===== src/rtl/data_merge_pkg.sv =====
// data_merge_pkg: path encodings and group-size derivation shared by the stream splitter and merger
package data_merge_pkg;
  localparam int CNT_W = 16;
  typedef enum logic {
    SEL_IN2 = 1'b0,
    SEL_IN1 = 1'b1
  } sel_e;
  function automatic int group_beats(input int pp_group, input int packet_size);
    return pp_group * packet_size;
  endfunction
endpackage


===== src/rtl/data_merge_if.sv =====
// data_merge_if: two input streams and one merged output stream; axis_out_tlast only with DATA_MERGE_TLAST_EN
interface data_merge_if #(parameter int DW = 128);
  logic [DW-1:0] axis_in1_tdata;
  logic          axis_in1_tvalid;
  logic          axis_in1_tready;
  logic [DW-1:0] axis_in2_tdata;
  logic          axis_in2_tvalid;
  logic          axis_in2_tready;
  logic [DW-1:0] axis_out_tdata;
  logic          axis_out_tvalid;
  logic          axis_out_tready;
`ifdef DATA_MERGE_TLAST_EN
  logic          axis_out_tlast;
`endif
  modport slave (
    input  axis_in1_tdata, axis_in1_tvalid, axis_in2_tdata, axis_in2_tvalid, axis_out_tready,
`ifdef DATA_MERGE_TLAST_EN
    output axis_out_tlast,
`endif
    output axis_in1_tready, axis_in2_tready, axis_out_tdata, axis_out_tvalid
  );
  modport master (
    output axis_in1_tdata, axis_in1_tvalid, axis_in2_tdata, axis_in2_tvalid, axis_out_tready,
`ifdef DATA_MERGE_TLAST_EN
    input  axis_out_tlast,
`endif
    input  axis_in1_tready, axis_in2_tready, axis_out_tdata, axis_out_tvalid
  );
endinterface


===== src/rtl/data_merge_axis_out_reg.sv =====
// data_merge_axis_out_reg: single-entry registered output stage; carries tlast only with DATA_MERGE_TLAST_EN
module data_merge_axis_out_reg #(
  parameter int DW = 128
) (
  input  logic          clk,
  input  logic          reset,
  input  logic          i_load,
  input  logic [DW-1:0] i_data,
`ifdef DATA_MERGE_TLAST_EN
  input  logic          i_last,
  output logic          o_last,
`endif
  input  logic          i_ready,
  output logic          o_valid,
  output logic [DW-1:0] o_data,
  output logic          o_can_load
);
  logic          r_valid;
  logic [DW-1:0] r_data;
  assign o_valid    = r_valid;
  assign o_data     = r_data;
  assign o_can_load = !r_valid || i_ready;
  // load a new beat, otherwise drain once downstream takes the held one
  always_ff @(posedge clk) begin
    if (reset) begin
      r_valid <= 1'b0;
      r_data  <= '0;
    end else if (i_load) begin
      r_valid <= 1'b1;
      r_data  <= i_data;
    end else if (i_ready) begin
      r_valid <= 1'b0;
    end
  end
`ifdef DATA_MERGE_TLAST_EN
  logic r_last;
  assign o_last = r_last;
  // tlast travels with the data it marks
  always_ff @(posedge clk) begin
    if (reset) r_last <= 1'b0;
    else if (i_load) r_last <= i_last;
  end
`endif
endmodule


===== src/rtl/data_merge.sv =====
// data_merge: strict group-alternating 2:1 stream merger with registered output; DATA_MERGE_TLAST_EN adds packet tlast
module data_merge
  import data_merge_pkg::*;
#(
  parameter int DW          = 128,
  parameter int PP_GROUP    = 2,
  parameter int PACKET_SIZE = 2
) (
  input  logic             clk,
  input  logic             reset,
  output logic [CNT_W-1:0] counter_pm,
  data_merge_if.slave      bus
);
  localparam int               GROUP_BEATS = group_beats(PP_GROUP, PACKET_SIZE);
  localparam logic [CNT_W-1:0] GROUP_LAST  = CNT_W'(GROUP_BEATS - 1);
  sel_e             r_state;
  logic [CNT_W-1:0] r_cnt;
  logic             w_sel_valid;
  logic             w_sel_ready;
  logic             w_acc;
  logic             w_can_load;
  logic [DW-1:0]    w_sel_data;
  assign counter_pm           = r_cnt;
  assign w_sel_valid          = (r_state == SEL_IN1) ? bus.axis_in1_tvalid : bus.axis_in2_tvalid;
  assign w_sel_data           = (r_state == SEL_IN1) ? bus.axis_in1_tdata : bus.axis_in2_tdata;
  assign w_sel_ready          = !reset && w_can_load;
  assign w_acc                = w_sel_valid && w_sel_ready;
  assign bus.axis_in1_tready  = w_sel_ready && (r_state == SEL_IN1);
  assign bus.axis_in2_tready  = w_sel_ready && (r_state == SEL_IN2);
  // count beats of the current group and hand over to the other path after the last one
  always_ff @(posedge clk) begin
    if (reset) begin
      r_state <= SEL_IN1;
      r_cnt   <= '0;
    end else if (w_acc) begin
      r_cnt   <= (r_cnt == GROUP_LAST) ? '0 : r_cnt + 1'b1;
      r_state <= (r_cnt != GROUP_LAST) ? r_state : (r_state == SEL_IN1) ? SEL_IN2 : SEL_IN1;
    end
  end
`ifdef DATA_MERGE_TLAST_EN
  localparam logic [CNT_W-1:0] PKT_LAST = CNT_W'(PACKET_SIZE - 1);
  logic [CNT_W-1:0] r_pkt;
  logic             w_pkt_last;
  assign w_pkt_last = (r_pkt == PKT_LAST);
  // packet beat position, used to flag the last beat of each packet
  always_ff @(posedge clk) begin
    if (reset) r_pkt <= '0;
    else if (w_acc) r_pkt <= w_pkt_last ? '0 : r_pkt + 1'b1;
  end
`endif
  data_merge_axis_out_reg #(.DW(DW)) u_out (
    .clk        (clk),
    .reset      (reset),
    .i_load     (w_acc),
    .i_data     (w_sel_data),
`ifdef DATA_MERGE_TLAST_EN
    .i_last     (w_pkt_last),
    .o_last     (bus.axis_out_tlast),
`endif
    .i_ready    (bus.axis_out_tready),
    .o_valid    (bus.axis_out_tvalid),
    .o_data     (bus.axis_out_tdata),
    .o_can_load (w_can_load)
  );
endmodule


===== src/flat_wrapper.sv =====
// flat-port wrapper written by rule: the top's interface ports become plain ports
module data_merge_flat import data_merge_pkg::*;
#(
  parameter int DW          = 128,
  parameter int PP_GROUP    = 2,
  parameter int PACKET_SIZE = 2
)
  (clk, reset, counter_pm, bus_axis_in1_tdata, bus_axis_in1_tvalid, bus_axis_in2_tdata, bus_axis_in2_tvalid, bus_axis_out_tready, bus_axis_in1_tready, bus_axis_in2_tready, bus_axis_out_tdata, bus_axis_out_tvalid);
  data_merge_if #(.DW(DW)) bus_i ();
  input  logic clk;
  input  logic reset;
  output logic [CNT_W-1:0] counter_pm;
  input wire logic [$bits(bus_i.axis_in1_tdata)-1:0] bus_axis_in1_tdata;
  input wire logic [$bits(bus_i.axis_in1_tvalid)-1:0] bus_axis_in1_tvalid;
  input wire logic [$bits(bus_i.axis_in2_tdata)-1:0] bus_axis_in2_tdata;
  input wire logic [$bits(bus_i.axis_in2_tvalid)-1:0] bus_axis_in2_tvalid;
  input wire logic [$bits(bus_i.axis_out_tready)-1:0] bus_axis_out_tready;
  output wire logic [$bits(bus_i.axis_in1_tready)-1:0] bus_axis_in1_tready;
  output wire logic [$bits(bus_i.axis_in2_tready)-1:0] bus_axis_in2_tready;
  output wire logic [$bits(bus_i.axis_out_tdata)-1:0] bus_axis_out_tdata;
  output wire logic [$bits(bus_i.axis_out_tvalid)-1:0] bus_axis_out_tvalid;
  assign bus_i.axis_in1_tdata = bus_axis_in1_tdata;
  assign bus_i.axis_in1_tvalid = bus_axis_in1_tvalid;
  assign bus_i.axis_in2_tdata = bus_axis_in2_tdata;
  assign bus_i.axis_in2_tvalid = bus_axis_in2_tvalid;
  assign bus_i.axis_out_tready = bus_axis_out_tready;
  assign bus_axis_in1_tready = bus_i.axis_in1_tready;
  assign bus_axis_in2_tready = bus_i.axis_in2_tready;
  assign bus_axis_out_tdata = bus_i.axis_out_tdata;
  assign bus_axis_out_tvalid = bus_i.axis_out_tvalid;
  data_merge #(.DW(DW), .PP_GROUP(PP_GROUP), .PACKET_SIZE(PACKET_SIZE)) u_core (.clk(clk), .reset(reset), .counter_pm(counter_pm), .bus(bus_i));
endmodule

===== config.mk =====
export PLATFORM = sky130hd
export DESIGN_NAME = data_merge_flat
export DESIGN_NICKNAME = d
export VERILOG_FILES = /design/src/rtl/data_merge_pkg.sv /design/src/rtl/data_merge_if.sv /design/src/rtl/data_merge_axis_out_reg.sv /design/src/rtl/data_merge.sv /design/src/flat_wrapper.sv
export SDC_FILE = /design/constraint.sdc
export NUM_CORES = 1
export LEC_CHECK = 0
export ABC_AREA = 1
export CORE_ASPECT_RATIO = 0.6
export CORE_MARGIN = 4
export CORE_UTILIZATION = 34
export DETAILED_ROUTE_END_ITERATION = 12
export PLACE_DENSITY = 0.77
export SLEW_MARGIN = 20
export SYNTH_ARGS = -nofsm -noshare
export SYNTH_HDL_FRONTEND = slang
export SYNTH_SLANG_ARGS = --single-unit

===== constraint.sdc =====
create_clock -name clk -period 1.3 [get_ports clk]
set_input_delay 0.195 -clock clk [delete_from_list [all_inputs] [get_ports clk]]
set_output_delay 0.195 -clock clk [all_outputs]
set_load 0.05 [all_outputs]

==> results.py <==
metrics = {
    "run_status": {
        "status": "finished, violations left",
        "violations": "negative setup slack",
    },
    "cts": {
        "cts.sinks": 146,
        "clk-insertion-delay-late_ns": 0.41,
        "htreeDepth": 4,
        "cts_tree": "built",
        "cts_inserted_buffers": 17,
        "cts.clk_slew.worst_paths_ns": 0.07,
        "cts_buffer_depth": 2,
        "cts_root_buf": "clkbuf_16",
    },
    "final_layout": {
        "fin_nets": 1569,
        "final_cells": 1586,
        "fin_util": 0.7618,
        "layout_commonest_cell": "nand2_1",
        "antenna-diode-count": 0,
        "multi_input_area_um2": 3787,
        "fillers": 1212,
        "regArea_um2": 2957,
        "final_cell_mix": "280 x nand2_1, 260 x clkdlybuf4s50_1, 166 x buf_12, 131 x dfxtp_1, 128 x o211a_1",
        "drive_gt1_frac": 0.2682,
        "syn_to_final_growth_pct": 116.1,
    },
    "sta": {
        "worstMarginPinSlew_ns": 0.3340,
        "fin_worst_skew_ns": 0.01287,
        "finalCriticalPeriod_ns": 1.505,
        "grt_setup_unrepaired": "true",
        "slew_violations": 0,
        "finalWorstSetupSlack_ns": -0.2046,
        "finalCritPeriodShare": 1.157,
        "timing.hold.ws_ns": 0.4515,
        "slew_headroom": 0.7773,
        "hold_viol": 0,
        "setup_viol": 139,
        "fmax_mhz": 664.7,
    },
    "die": {
        "core_um2": 19320,
        "dieArea_um2": 22430,
        "rows": 39,
        "ios": 408,
        "die_y_um": 117.6,
        "dieWidth_um": 190.7,
        "start_util": 0.3524,
    },
    "placement": {
        "io_buffers": 407,
        "dp_hpwl_um": 20800,
        "post-place-cells": 1508,
        "place_worst_setup_slack_ns": -0.5076,
        "gp_congestion": 0.8690,
    },
    "detailed_routing": {
        "wl_met1_um": 12820,
        "routed_via_density": 5.204,
        "wire_per_inst_um": 19.76,
        "route.met2.wl_um": 15440,
        "drt_first_pass_iters": 6,
        "vias": 8253,
        "maxUsedRoutingLayer": "met4",
        "initialDrtViolationCount": 545,
        "met3_wirelength_um": 2245,
        "drc_errors": 0,
        "drtAntennaViolNets": 0,
        "routed_wl_um": 31340,
    },
    "worst_setup_path": {
        "critPathMaxStageDelay_ns": 0.36,
        "worst-path-max-fanout": 15,
        "arrival_ns": 1.85,
        "critPathTopFamily": "buffers and inverters",
        "critPathBufInv": 4,
        "path_cells": "inv_4 -> buf_8 -> buf_4 -> bufbuf_16 -> nand2_1 -> nand3_1 -> o211a_1",
        "cp-start-kind": "flip-flop",
        "path_class": "flip-flop to flip-flop",
        "cp-end-kind": "flip-flop",
        "cp_slowest_cell": "dfxtp_4",
        "crit_required_ns": 1.65,
    },
    "synth": {
        "ys_types": 25,
        "mappedNetlistNets": 1130,
        "avgSynthCellArea_um2": 7.846,
        "synth-seq-cells": 146,
        "synthCells": 868,
        "yosysWarningCount": 0,
        "synth_seq_area_share": 0.4292,
        "synth_area_um2": 6810,
    },
    "grt": {
        "overflow": 0,
        "grt_pass1_wl_um": 45410,
        "grt_pass1_vias": 8060,
        "grt_max_degree": 43,
        "antenna_found_initial": 0,
        "grtUsageTotal": 0.2552,
    },
    "power_and_ir_drop": {
        "clkPwrFrac": 0.336,
        "seq_power_share": 0.354,
        "cellLeakagePower_nw": 6.736,
        "switching_power_mw": 4.421,
        "p_per_area_nw_per_um2": 980.5,
        "p_int_mw": 10.01,
        "p_sw_frac": 0.3063,
        "irDropWorstVdd_mv": 0.8144,
        "power_frac_comb": 0.310,
    },
    "job": {
        "cap_violations": 0,
    },
    "worst_hold_path": {
        "hold_class": "primary input to flip-flop",
    },
}
power groups by stage:
stage	registers, mW	logic (mW)	clock network [mW]
after floorplan	6.06	0.701	0
after global placement	5.18	3.99	0
after detailed placement	5.20	4.03	0
after CTS	5.10	4.33	4.89
after global routing	5.14	4.63	5.13
final	5.11	4.47	4.86
Yosys cell counts:
cell	n	area (µm²)
clkinv_1	1	3.750
ha_1	1	12.51
dfxtp_1	146	2923
nand4_1	3	18.77
xnor2_1	1	8.760
a21oi_2	1	8.760
nand3_1	145	725.7
nand2_1	289	1085
buf_4	12	90.09
nor2_1	31	116.4
nor3_1	1	5.000
buf_6	5	56.30
o211a_1	128	1281
clkbuf_1	35	131.4
buf_2	22	110.1
o21ai_0	9	45.04
inv_2	1	3.750
a21oi_1	13	65.06
inv_4	1	6.260
nand2_2	1	6.260
or2_2	2	12.51
xor2_1	1	8.760
inv_1	17	63.81
nand3b_1	1	7.510
buf_8	1	15.01
path summary, 6_finish.rpt:
check	from	to	slack [ns]	cells past startpoint
worst min-delay path	bus_axis_in2_tdata[30]	u_core.u_out.o_data[30]	0.45	4
worst max register to register	u_core.r_state	u_core.u_out.o_data[93]	-0.20	7
worst min register to register	u_core.counter_pm[8]	u_core.counter_pm[8]	0.53	2
worst max-delay path	u_core.r_state	u_core.u_out.o_data[93]	-0.20	7
what timing repair did:
action | CTS | global route
cloned | 16 | 5
setup buffers | 11 | 16
hold buffers | 0 | 0
hold endpoints to repair | 0 | 0
gates resized for setup | 75 | 60
pin swaps | 6 | 11
endpoints found under the setup margin | 140 | 147
worst reg2reg max path: stages, from the launching register on:
cell       delay, ns
dfxtp_4         0.36
inv_4           0.06
buf_8           0.10
buf_4           0.24
bufbuf_16       0.35
nand2_1         0.07
nand3_1         0.11
o211a_1         0.16
sequential cells by signal, indices dropped and copies added (netlist names):
register and flops:
u_core.u_out.o_data 128, u_core.r_state 1, u_core.u_out.o_valid 1, u_core.counter_pm 16
stage by stage:
step | power [mW] | setup TNS [ns] | area, µm²
after CTS | 14.33 | -15.98 | 14300
final | 14.43 | -13.75 | 14720
after floorplan | 6.760 | 0 | 6875
after global placement | 9.172 | -58.69 | 12880
after detailed placement | 9.231 | -63.17 | 12880
after global routing | 14.90 | -23.04 | 14720
metal layers:
metal	GRT usage	vias up
li1	-	3873
met1	0.3128	3935
met2	0.4369	385
met3	0.06402	60
met4	0.08655	0
met5	0	-
cells by family after synthesis:
group                      after synthesis  share of synthesized area
xor gates and xnor gates                 2                   0.002573
adders and majority gates                1                   0.001837
DFF                                    146                     0.4292
buffers and inverters                   95                    0.07055
and+or+nand+nor                        473                     0.2903
AOI/OAI and AO/OA                      151                     0.2056
cell type report:
type	count	area share
repair buffers	492	0.4706
multi-input cells	627	0.2573
flip-flops and latches	146	0.2008
clock buffers	19	0.03077
well taps	266	0.02261
clock inverters	13	0.008500
inverters	20	0.006545
repair inverters	3	0.002805
Note: power is estimated with default switching activity, not from simulation.
